### config.mk
export PLATFORM = sky130hd
export DESIGN_NAME = bpred_pht_init_ctrl
export DESIGN_NICKNAME = d
export VERILOG_FILES = /design/src/rtl/bpred_pht_init_ctrl.sv
export SDC_FILE = /design/constraint.sdc
export NUM_CORES = 1
export LEC_CHECK = 0
export ABC_AREA = 1
export CAP_MARGIN = 15
export CORE_MARGIN = 5
export CORE_UTILIZATION = 42
export DETAILED_ROUTE_END_ITERATION = 6
export MAX_ROUTING_LAYER = met4
export PLACE_DENSITY = 0.8
export SYNTH_ARGS = -nofsm -noshare
export SYNTH_HDL_FRONTEND = slang
export SYNTH_SLANG_ARGS = --single-unit
### constraint.sdc
create_clock -name clk -period 1.8 [get_ports clk]
set_input_delay 0.18 -clock clk [delete_from_list [all_inputs] [get_ports clk]]
set_output_delay 0.18 -clock clk [all_outputs]
set_load 0.02 [all_outputs]
### src/rtl/bpred_pht_init_ctrl.sv
// PHT initialisation sequencer and write-port arbiter for the gshare predictor.
// Optional dropped-update counter (DropCnt) is built when BPRED_DROPCNT_EN is defined.
module bpred_pht_init_ctrl #(
    parameter int         k        = 10,
    parameter logic [1:0] INIT_VAL = 2'b01
) (
    input  logic         clk,
    input  logic         reset_n,
    input  logic         PHTFlushReq,
    input  logic         StallW,
    input  logic         FlushW,
    input  logic         BranchM,
    input  logic [k-1:0] IndexM,
    input  logic [1:0]   NewBPDirPredM,
    output logic         PHTWe,
    output logic [k-1:0] PHTWa,
    output logic [1:0]   PHTWd,
    output logic         BPInitBusy,
    output logic         GHRClear,
    output logic         BPInitDone
`ifdef BPRED_DROPCNT_EN
    ,
    output logic [15:0]  DropCnt
`endif
);

    typedef enum logic {
        CLEAR = 1'b0,
        IDLE  = 1'b1
    } state_t;

    localparam logic [k-1:0] CTR_MAX  = {k{1'b1}};
    localparam logic [k-1:0] CTR_ZERO = {k{1'b0}};

    state_t       state_r, nextState_s;
    logic [k-1:0] ctr_r, nextCtr_s;
    logic         busy_r;
    logic         pipeUpd_s;
    logic         lastEntry_s;

    assign pipeUpd_s   = BranchM & ~StallW & ~FlushW;
    assign lastEntry_s = (ctr_r == CTR_MAX);

    // Next-state and write-port mux; sweep writes are gated by reset_n so the port is quiet in reset.
    always_comb begin
        nextState_s = state_r;
        nextCtr_s   = ctr_r;
        PHTWe       = 1'b0;
        PHTWa       = ctr_r;
        PHTWd       = INIT_VAL;
        BPInitDone  = 1'b0;
        case (state_r)
            CLEAR: begin
                PHTWe = reset_n;
                PHTWa = ctr_r;
                PHTWd = INIT_VAL;
                // A restart request beats the final-entry transition to IDLE.
                if (PHTFlushReq) begin
                    nextCtr_s = CTR_ZERO;
                end else if (lastEntry_s) begin
                    nextCtr_s   = CTR_ZERO;
                    nextState_s = IDLE;
                    BPInitDone  = reset_n;
                end else begin
                    nextCtr_s = ctr_r + k'(1);
                end
            end
            IDLE: begin
                PHTWe = pipeUpd_s;
                PHTWa = IndexM;
                PHTWd = NewBPDirPredM;
                if (PHTFlushReq) begin
                    nextState_s = CLEAR;
                    nextCtr_s   = CTR_ZERO;
                end else begin
                    nextCtr_s = ctr_r;
                end
            end
            default: begin
                nextState_s = CLEAR;
                nextCtr_s   = CTR_ZERO;
            end
        endcase
    end

    // State, sweep counter and registered busy flag.
    always_ff @(posedge clk or negedge reset_n) begin
        if (!reset_n) begin
            state_r <= CLEAR;
            ctr_r   <= CTR_ZERO;
            busy_r  <= 1'b1;
        end else begin
            state_r <= nextState_s;
            ctr_r   <= nextCtr_s;
            busy_r  <= (nextState_s == CLEAR);
        end
    end

    assign BPInitBusy = busy_r;
    assign GHRClear   = busy_r;

`ifdef BPRED_DROPCNT_EN
    logic [15:0] dropCnt_r;

    // Saturating count of pipeline updates lost while the sweep owns the port.
    always_ff @(posedge clk or negedge reset_n) begin
        if (!reset_n) begin
            dropCnt_r <= 16'h0000;
        end else if ((state_r == CLEAR) && pipeUpd_s && (dropCnt_r != 16'hFFFF)) begin
            dropCnt_r <= dropCnt_r + 16'h0001;
        end else begin
            dropCnt_r <= dropCnt_r;
        end
    end

    assign DropCnt = dropCnt_r;
`endif

endmodule

==> results of run 1 <==
[where the power goes]
group	internal [uW]	switching, uW	leakage [uW]
registers	275	3.05	0.000160
clock network	123	90.9	0.0000210
logic	60.2	48.7	0.000480
total	458	143	0.000661
[worst max-delay path by stage]
stage	end	slack, ns	depth (start not counted)
3_5_place_dp	BPInitDone	-0.02	4
4_1_cts	BPInitDone	0.01	6
6_report	PHTWa[8]	0.09	2
2_1_floorplan	BPInitDone	0.06	5
3_3_place_gp	BPInitDone	-0.04	4
5_1_grt	PHTWa[8]	0.04	2
[cells in the final DEF (no fill, tap or decap)]
cell type	count
dlygate4sd2_1	12
nor2_1	8
a21oi_1	1
xor2_1	3
dfstp_2	1
inv_1	11
nand3_1	3
buf_4	14
dfrtp_1	10
nor4_2	1
o21ai_2	1
nand4_1	1
nand3_2	4
clkdlybuf4s50_1	20
nand2_1	54
clkbuf_2	1
o21ai_0	8
clkbuf_8	1
clkbuf_4	3
inv_2	1
nor2_4	1
nor2_2	3
o32ai_1	1
nand2_2	3
or2_2	1
xnor2_1	1
dfrtp_2	1
o21ai_1	1
ha_1	1
[sequential cells by signal (all words and copies together) (netlist names)]
signal	count
state_r	1
ctr_r	10
BPInitBusy	1
[layout make-up]
class                           count  area share (%)
Sequential cell                    12            23.1
Timing Repair Buffer               47            31.7
Tap cell                           27            2.58
Multi-Input combinational cell     96            36.4
Clock buffer                        4            2.77
Inverter                           12            3.44
[metrics by stage]
| step | total power (uW) | hold slack, ns | instances | utilization (%) |
|---|---|---|---|---|
| global route | 635 | 0.284 | 198 | 68.2 |
| finish | 601 | 0.275 | 198 | 68.2 |
| detailed placement | 397 | 0.580 | 194 | 66.9 |
| CTS | 610 | 0.273 | 198 | 68.0 |
| floorplan | 317 | -0.116 | 123 | - |
| global placement | 393 | 0.532 | 194 | 66.9 |
[cells by family after synthesis]
logic type / after synthesis / share of synthesized area, %
xor+xnor: 4 / 4.20
compound gates: 12 / 8.10
simple gates: 79 / 42.6
buf+inv: 15 / 7.50
flops: 12 / 36.1
fa+ha+maj: 1 / 1.50
[cells in the mapped netlist (2+ instances only)]
cell type and instances:
nor2_2 3, nand3_2 4, nor2_1 8, o21ai_0 8, nand2_2 3, inv_1 11
xor2_1 3, buf_2 2, nand2_1 54, nand3_1 3, dfrtp_1 11
[routing by layer]
metal	up-vias	global-route usage [%]	wire [um]
met5	-	-	0
met4	0	10.4	68
met3	6	4.09	210
met2	40	33.5	1190
met1	423	21.9	985
li1	483	-	-
[what timing repair did]
item                                    in CTS  in global routing
endpoints found under the setup margin      13                  1
hold buffers                                 0                  0
resized for setup                           16                  2
==> results.json, run 1 <==
{
  "status": "finished, final reports clean",
  "postSynthAreaPerCell_um2": 6.78,
  "ctsRootBufferMaster": "clkbuf_4",
  "crit_buf_inv": 1,
  "wirelength_mm": 2.45,
  "synth_ff_type": "dfrtp_1",
  "p_leak_uw": 0.000661,
  "netlist-cell-type-count": 24,
  "multiInputGateArea_um2": 477,
  "initialDrtViolationCount": 22,
  "cp_cell_sequence": "o21ai_0, clkdlybuf4s50_1",
  "place_area_um2": 1290,
  "portBuffers": 33,
  "core-area_um2": 1920,
  "synth-seq-area-share_pct": 36.1,
  "rsz0062_at_grt": "no",
  "cts_buffers": 3,
  "slowest_delay_ns": 0.62,
  "worst_slack_ns": 0.0949,
  "slowest_stage": "clkdlybuf4s50_1",
  "nets": 191,
  "synth.top_cell.area_share_pct": 33.0,
  "critPathKind": "reg2out",
  "antenna_cells": 0,
  "worstMarginPinSlew_ns": 0.542,
  "place_hpwl_mm": 2.04,
  "die-area_um2": 2980,
  "skew_ns": 0.00652,
  "drv_slew": 0,
  "regToRegEndpoint": "ctr_r[9]$_DFFE_PN0P_",
  "grt_usage_pct": 19.9,
  "postSynthCellCount": 123,
  "ir_worst_vdd_mv": 0.507,
  "synth_top_cell_by_area": "dfrtp_1",
  "rr_startpoint": "ctr_r[0]$_DFFE_PN0P_",
  "via_per_inst": 4.81,
  "reg2reg_depth": 9,
  "fin_area_um2": 1310,
  "cts_max_path_buffers": 2,
  "cap_violations": 0,
  "cp_data_arrival_time_ns": 1.53,
  "endpoint_kind": "primary output",
  "h-tree-depth": 1,
  "nFillCells": 174,
  "slew_headroom_pct": 63.7,
  "grt_pass1_vias": 1008,
  "final_antenna_net_count": 0,
  "yosysWarningCount": 0,
  "setup_viol": 0,
  "drive_gt1_share_pct": 21.1,
  "fin_crit_ns": 1.71,
  "dp_slack_ns": -0.0216,
  "rows": 16,
  "critPathRequiredTime_ns": 1.62,
  "antenna_found_initial": 0,
  "syn_area_um2": 835,
  "final_hold_viol_count": 0,
  "cp_max_fo": 7,
  "crit_start": "state_r$_DFF_PN0_",
  "place.gp.congestion": 0.880,
  "clk_latency_ns": 0.28,
  "synth_edf_count": 0,
  "postCtsSetupRepairBufs": 0,
  "reg2reg_slack_ns": 0.46,
  "initial_core_util_pct": 43.4,
  "grt_max_degree": 16,
  "hold_path.class": "in2async",
  "grt_first_pass_wirelength_mm": 4.22,
  "cts_tree": "yes",
  "setup-tns-final_ns": 0,
  "avgRoutedWirePerCell_um": 12.4,
  "post-route-period-util_pct": 94.7,
  "synth_nets": 142,
  "clk_pin_slew_ns": 0.08,
  "register_area_um2": 303,
  "chipHeight_um": 54.6,
  "dr_total_vias": 952,
  "critPathTopFamily": "buffers and inverters",
  "yosys_register_bits": 12,
  "p_per_area_nw_per_um2": 459,
  "area_growth_pct": 57.0,
  "first_pass_iters": 4,
  "die_x_um": 54.6,
  "overflow": 0,
  "drc_errors": 0,
  "synthTopCellsByArea": "dfrtp_1, nand2_1, inv_1",
  "start_kind": "register",
  "clock_sinks": 12,
  "pin_count": 34,
  "max_freq_ghz": 0.586,
  "synthArstFlopShare_pct": 100
}
Power figures use the tool's default switching activity.
==> inputs of run 2 (changes only) <==
- GPL_TIMING_DRIVEN: default -> 0
- PLACE_DENSITY: 0.8 -> 0.78
==> results.json, run 2 (synthesis results as in run 1) <==
{
  "status": "finished, violations left",
  "violations": "hold timing",
  "path_depth": 6,
  "cp_max_fo": 7,
  "die_x_um": 54.6,
  "whs_ns": -0.0122,
  "post-route-period-util_pct": 99.3,
  "p_leak_uw": 0.000601,
  "slowest_delay_ns": 0.46,
  "place_area_um2": 1200,
  "critPathRequiredTime_ns": 1.62,
  "via_per_inst": 4.81,
  "critPathKind": "reg2out",
  "cap_violations": 0,
  "wirelength_mm": 2.33,
  "avgRoutedWirePerCell_um": 12.5,
  "p_per_area_nw_per_um2": 475,
  "clkPwrFrac_pct": 36.5,
  "pin_count": 34,
  "hold_path.class": "in2async",
  "antenna_cells": 0,
  "worstMarginPinSlew_ns": 0.561,
  "layout_common_cells": "nand2_1, clkdlybuf4s50_1, inv_1, dlygate4sd2_1, dfrtp_1",
  "rsz0062_at_grt": "yes",
  "die-area_um2": 2980,
  "antenna_found_initial": 0,
  "regToRegEndpoint": "ctr_r[9]$_DFFE_PN0P_",
  "ir_worst_vdd_mv": 0.370,
  "combPwrFrac_pct": 14.7,
  "grt_usage_pct": 17.6,
  "crit_start": "ctr_r[0]$_DFFE_PN0P_",
  "fin_area_um2": 1240,
  "clock_sinks": 12,
  "skew_ns": 0.00910,
  "largest_register": "ctr_r",
  "final_antenna_net_count": 0,
  "grt_first_pass_wirelength_mm": 3.76,
  "rows": 16,
  "place_hpwl_mm": 1.84,
  "p_sw_uw": 141,
  "endpoint_kind": "primary output",
  "reg2reg_slack_ns": 0.44,
  "ctsRootBufferMaster": "clkbuf_4",
  "start_kind": "register",
  "first_pass_iters": 4,
  "p_seq_share_pct": 48.8,
  "grt_max_degree": 14,
  "fin_crit_ns": 1.79,
  "dr_total_vias": 900,
  "core-area_um2": 1920,
  "chipHeight_um": 54.6,
  "setup_viol": 0,
  "initialDrtViolationCount": 21,
  "p_int_uw": 448,
  "setup-tns-final_ns": 0,
  "final_common_cell": "nand2_1",
  "overflow": 0,
  "cts_max_path_buffers": 2,
  "endpoint": "BPInitDone",
  "switching_share_pct": 23.9,
  "cts_tree": "yes",
  "h-tree-depth": 1,
  "critPathTopFamily": "simple AND/OR/NAND/NOR gates",
  "drc_errors": 0,
  "clk_latency_ns": 0.28,
  "nets": 180,
  "place.gp.congestion": 0.808,
  "cp_data_arrival_time_ns": 1.61,
  "cp_cell_sequence": "ha_4, nand2_1, nor2_2, nand3_2, nor4_2, buf_4",
  "crit_buf_inv": 1,
  "initial_core_util_pct": 43.4,
  "power_uw": 589,
  "postCtsSetupRepairBufs": 0,
  "max_freq_ghz": 0.560,
  "largest_register_ffs": 10,
  "slew_headroom_pct": 62.6,
  "slowest_stage": "dfrtp_2",
  "cts_buffers": 3,
  "grt_pass1_vias": 872,
  "drive_gt1_share_pct": 18.8,
  "portBuffers": 33,
  "reg2reg_depth": 8,
  "final_hold_viol_count": 7,
  "area_growth_pct": 48.7,
  "utilization_pct": 64.6,
  "rr_startpoint": "ctr_r[0]$_DFFE_PN0P_",
  "clk_pin_slew_ns": 0.08,
  "drv_slew": 0
}
## run 2: cell types whose count changed in the layout (fill, tap and decap cells not counted), sizes merged
| cell | change |
|---|---|
| clkdlybuf4s50 | -2 |
| clkbuf | +2 |
| buf | -11 |
| clkdlybuf4s15 | +1 |
| dlygate4sd2 | -2 |
| dlymetal6s2s | +1 |
## run 2: routing by layer
layer	part of all wire (%)	wire, um	vias to the layer above	global-route usage (%)
met5	0	0	-	-
li1	-	-	456	-
met1	43	1000	403	20.2
met2	46	1080	34	29.7
met4	1.9	44	0	7.47
met3	8.9	207	7	3.54
## run 2: area by class of cell
class                      count  area [um^2]
fill                         180          681
tap                           27         33.8
buffer                         3         22.5
multi-input combinational     96          492
sequential                    12          304
clock buffer                   4         36.3
timing repair buffer          33          308
inverter                      12         45.0
## run 2: through the flow
stage / std cells / setup slack [ns] / hold slack (ns)
6_report: 187 / 0.0127 / -0.0122
5_1_grt: 187 / -0.0579 / 0.0283
4_1_cts: 187 / 0.00344 / 0.0125
3_5_place_dp: 183 / -0.488 / 0.521
3_3_place_gp: 183 / -0.481 / 0.514
2_1_floorplan: 123 / 0.0623 / -0.116
## run 2: how the worst min path moves through the flow
stage	depth (start not counted)	slack, ns	end	startpoint
finish	1	-0.01	ctr_r[3]$_DFFE_PN0P_	reset_n
global route	1	0.03	ctr_r[3]$_DFFE_PN0P_	reset_n
CTS	1	0.01	ctr_r[3]$_DFFE_PN0P_	reset_n
detailed placement	2	0.52	ctr_r[9]$_DFFE_PN0P_	ctr_r[9]$_DFFE_PN0P_
global placement	2	0.51	ctr_r[9]$_DFFE_PN0P_	ctr_r[9]$_DFFE_PN0P_
floorplan	0	-0.12	ctr_r[0]$_DFFE_PN0P_	reset_n
## run 2: what timing repair did
item,in CTS,in global routing
endpoints found under the hold margin,0,0
cloned,0,0
resized for setup,22,13
setup endpoints to repair,13,8
pin swaps,0,1
hold buffers,0,0
## run 2: power groups by stage
stage	combinational (uW)	clock [uW]	sequential (uW)
after CTS	86.9	219	287
after global placement	89.5	0	289
after global routing	97.5	240	288
final	86.8	215	287
after detailed placement	90.2	0	290
after floorplan	30.0	0	287
==> inputs of run 3 (changes only) <==
- CORE_UTILIZATION: 42 -> 35
- CTS_BUF_LIST: default -> sky130_fd_sc_hd__clkbuf_8
- PLACE_DENSITY: 0.78 -> 0.67
==> results.json, run 3 (synthesis results as in run 1) <==
{
  "status": "finished, final reports clean",
  "avgRoutedWirePerCell_um": 11.6,
  "critPathRequiredTime_ns": 1.62,
  "slew_headroom_pct": 62.6,
  "rows": 17,
  "slowest_delay_ns": 0.44,
  "grt_max_degree": 14,
  "hold_path.class": "in2async",
  "first_pass_iters": 4,
  "die-area_um2": 3460,
  "antenna_found_initial": 0,
  "dp_slack_ns": -0.497,
  "critPathKind": "reg2out",
  "cts_max_path_buffers": 2,
  "clock_sinks": 12,
  "cp_cell_sequence": "ha_4, nand2_1, nor2_2, nand3_2, nor4_1, buf_2",
  "max_freq_ghz": 0.581,
  "chipHeight_um": 58.8,
  "worstMarginPinSlew_ns": 0.562,
  "nFillCells": 225,
  "final_common_cell": "nand2_1",
  "placed_cells": 184,
  "cts_tree": "yes",
  "overflow": 0,
  "nets": 180,
  "initial_core_util_pct": 37.0,
  "drive_gt1_share_pct": 17.5,
  "power_uw": 668,
  "wirelength_mm": 2.18,
  "core-area_um2": 2250,
  "place_hpwl_mm": 1.74,
  "initialDrtViolationCount": 14,
  "grt_usage_pct": 13.8,
  "place.gp.congestion": 0.807,
  "clk_pin_slew_ns": 0.05,
  "largest_register_ffs": 10,
  "ir_worst_vdd_mv": 0.402,
  "final_cells": 188,
  "p_leak_uw": 0.000628,
  "reg2reg_depth": 8,
  "worst_slack_ns": 0.0782,
  "fin_crit_ns": 1.72,
  "pin_count": 34,
  "largest_register": "ctr_r",
  "dr_total_vias": 864,
  "layout_common_cells": "nand2_1, clkdlybuf4s50_1, inv_1, dlygate4sd2_1, dfrtp_1",
  "skew_ns": 0.000840,
  "final_antenna_net_count": 0,
  "cp_max_fo": 7,
  "setup-tns-final_ns": 0,
  "antenna_cells": 0,
  "cp_data_arrival_time_ns": 1.54,
  "via_per_inst": 4.60,
  "die_x_um": 58.8,
  "setup_viol": 0,
  "post-route-period-util_pct": 95.7,
  "final_hold_viol_count": 0,
  "drc_errors": 0,
  "rsz0062_at_grt": "yes",
  "portBuffers": 33,
  "start_kind": "register",
  "endpoint_kind": "primary output",
  "cts_buffers": 3,
  "area_growth_pct": 50.2,
  "p_per_area_nw_per_um2": 533,
  "regToRegEndpoint": "ctr_r[6]$_DFFE_PN0P_",
  "slowest_stage": "dfrtp_2",
  "grt_first_pass_wirelength_mm": 3.57,
  "cap_violations": 0,
  "reg2reg_slack_ns": 0.49,
  "grt_pass1_vias": 808,
  "ctsRootBufferMaster": "clkbuf_8",
  "utilization_pct": 55.6,
  "clk_latency_ns": 0.24,
  "h-tree-depth": 1,
  "drv_slew": 0,
  "rr_startpoint": "ctr_r[0]$_DFFE_PN0P_"
}
==> run 3: critical path, delay by kind of cell (launching register included) <==
| kind | cells | cell delay, ns |
|---|---|---|
| fa+ha+maj | 1 | 0.17 |
| buf+inv | 1 | 0.21 |
| flops | 1 | 0.44 |
| simple gates | 4 | 0.47 |
==> run 3: worst max path at each step <==
stage | startpoint | end | slack, ns | cells after the start
2_1_floorplan | ctr_r[0]$_DFFE_PN0P_ | BPInitDone | 0.06 | 5
3_3_place_gp | reset_n | BPInitDone | -0.48 | 4
3_5_place_dp | reset_n | BPInitDone | -0.50 | 4
4_1_cts | ctr_r[1]$_DFFE_PN0P_ | BPInitDone | 0.008 | 6
5_1_grt | ctr_r[0]$_DFFE_PN0P_ | BPInitDone | -0.005 | 6
6_report | ctr_r[0]$_DFFE_PN0P_ | BPInitDone | 0.08 | 6
==> run 3: power breakdown <==
group | switching, uW | leakage, uW | total (uW) | internal, uW
Clock | 101 | 0.0000288 | 294 | 193
Combinational | 37.3 | 0.000440 | 86.2 | 48.9
Sequential | 11.5 | 0.000159 | 288 | 276
Total | 150 | 0.000628 | 668 | 519
==> run 3: layout make-up <==
cell class	count	area, um^2	area share (%)
multi-input combinational	96	485	38.7
sequential	12	304	24.3
inverter	12	45.0	3.59
buffer	3	20.0	1.60
clock buffer	4	55.1	4.39
timing repair buffer	33	309	24.7
tap	28	35.0	2.79
==> run 3: routing by layer <==
layer	vias up	track usage, %	share of wire [%]
met2	36	21.3	43
met4	0	10.0	2.6
li1	459	-	-
met5	-	-	0
met1	364	16.0	44
met3	5	2.41	11
==> run 3: through the flow <==
stage / area [um^2] / hold slack [ns]
4_1_cts: 1250 / 0.0490
3_3_place_gp: 1200 / 0.519
5_1_grt: 1250 / 0.0809
2_1_floorplan: 835 / -0.116
3_5_place_dp: 1200 / 0.523
6_report: 1250 / 0.0345
==> run 3: what timing repair did <==
action | CTS | global route
cloned | 0 | 0
resized for setup | 20 | 7
setup endpoints to repair | 12 | 4
hold buffers | 0 | 0
setup buffers | 0 | 0
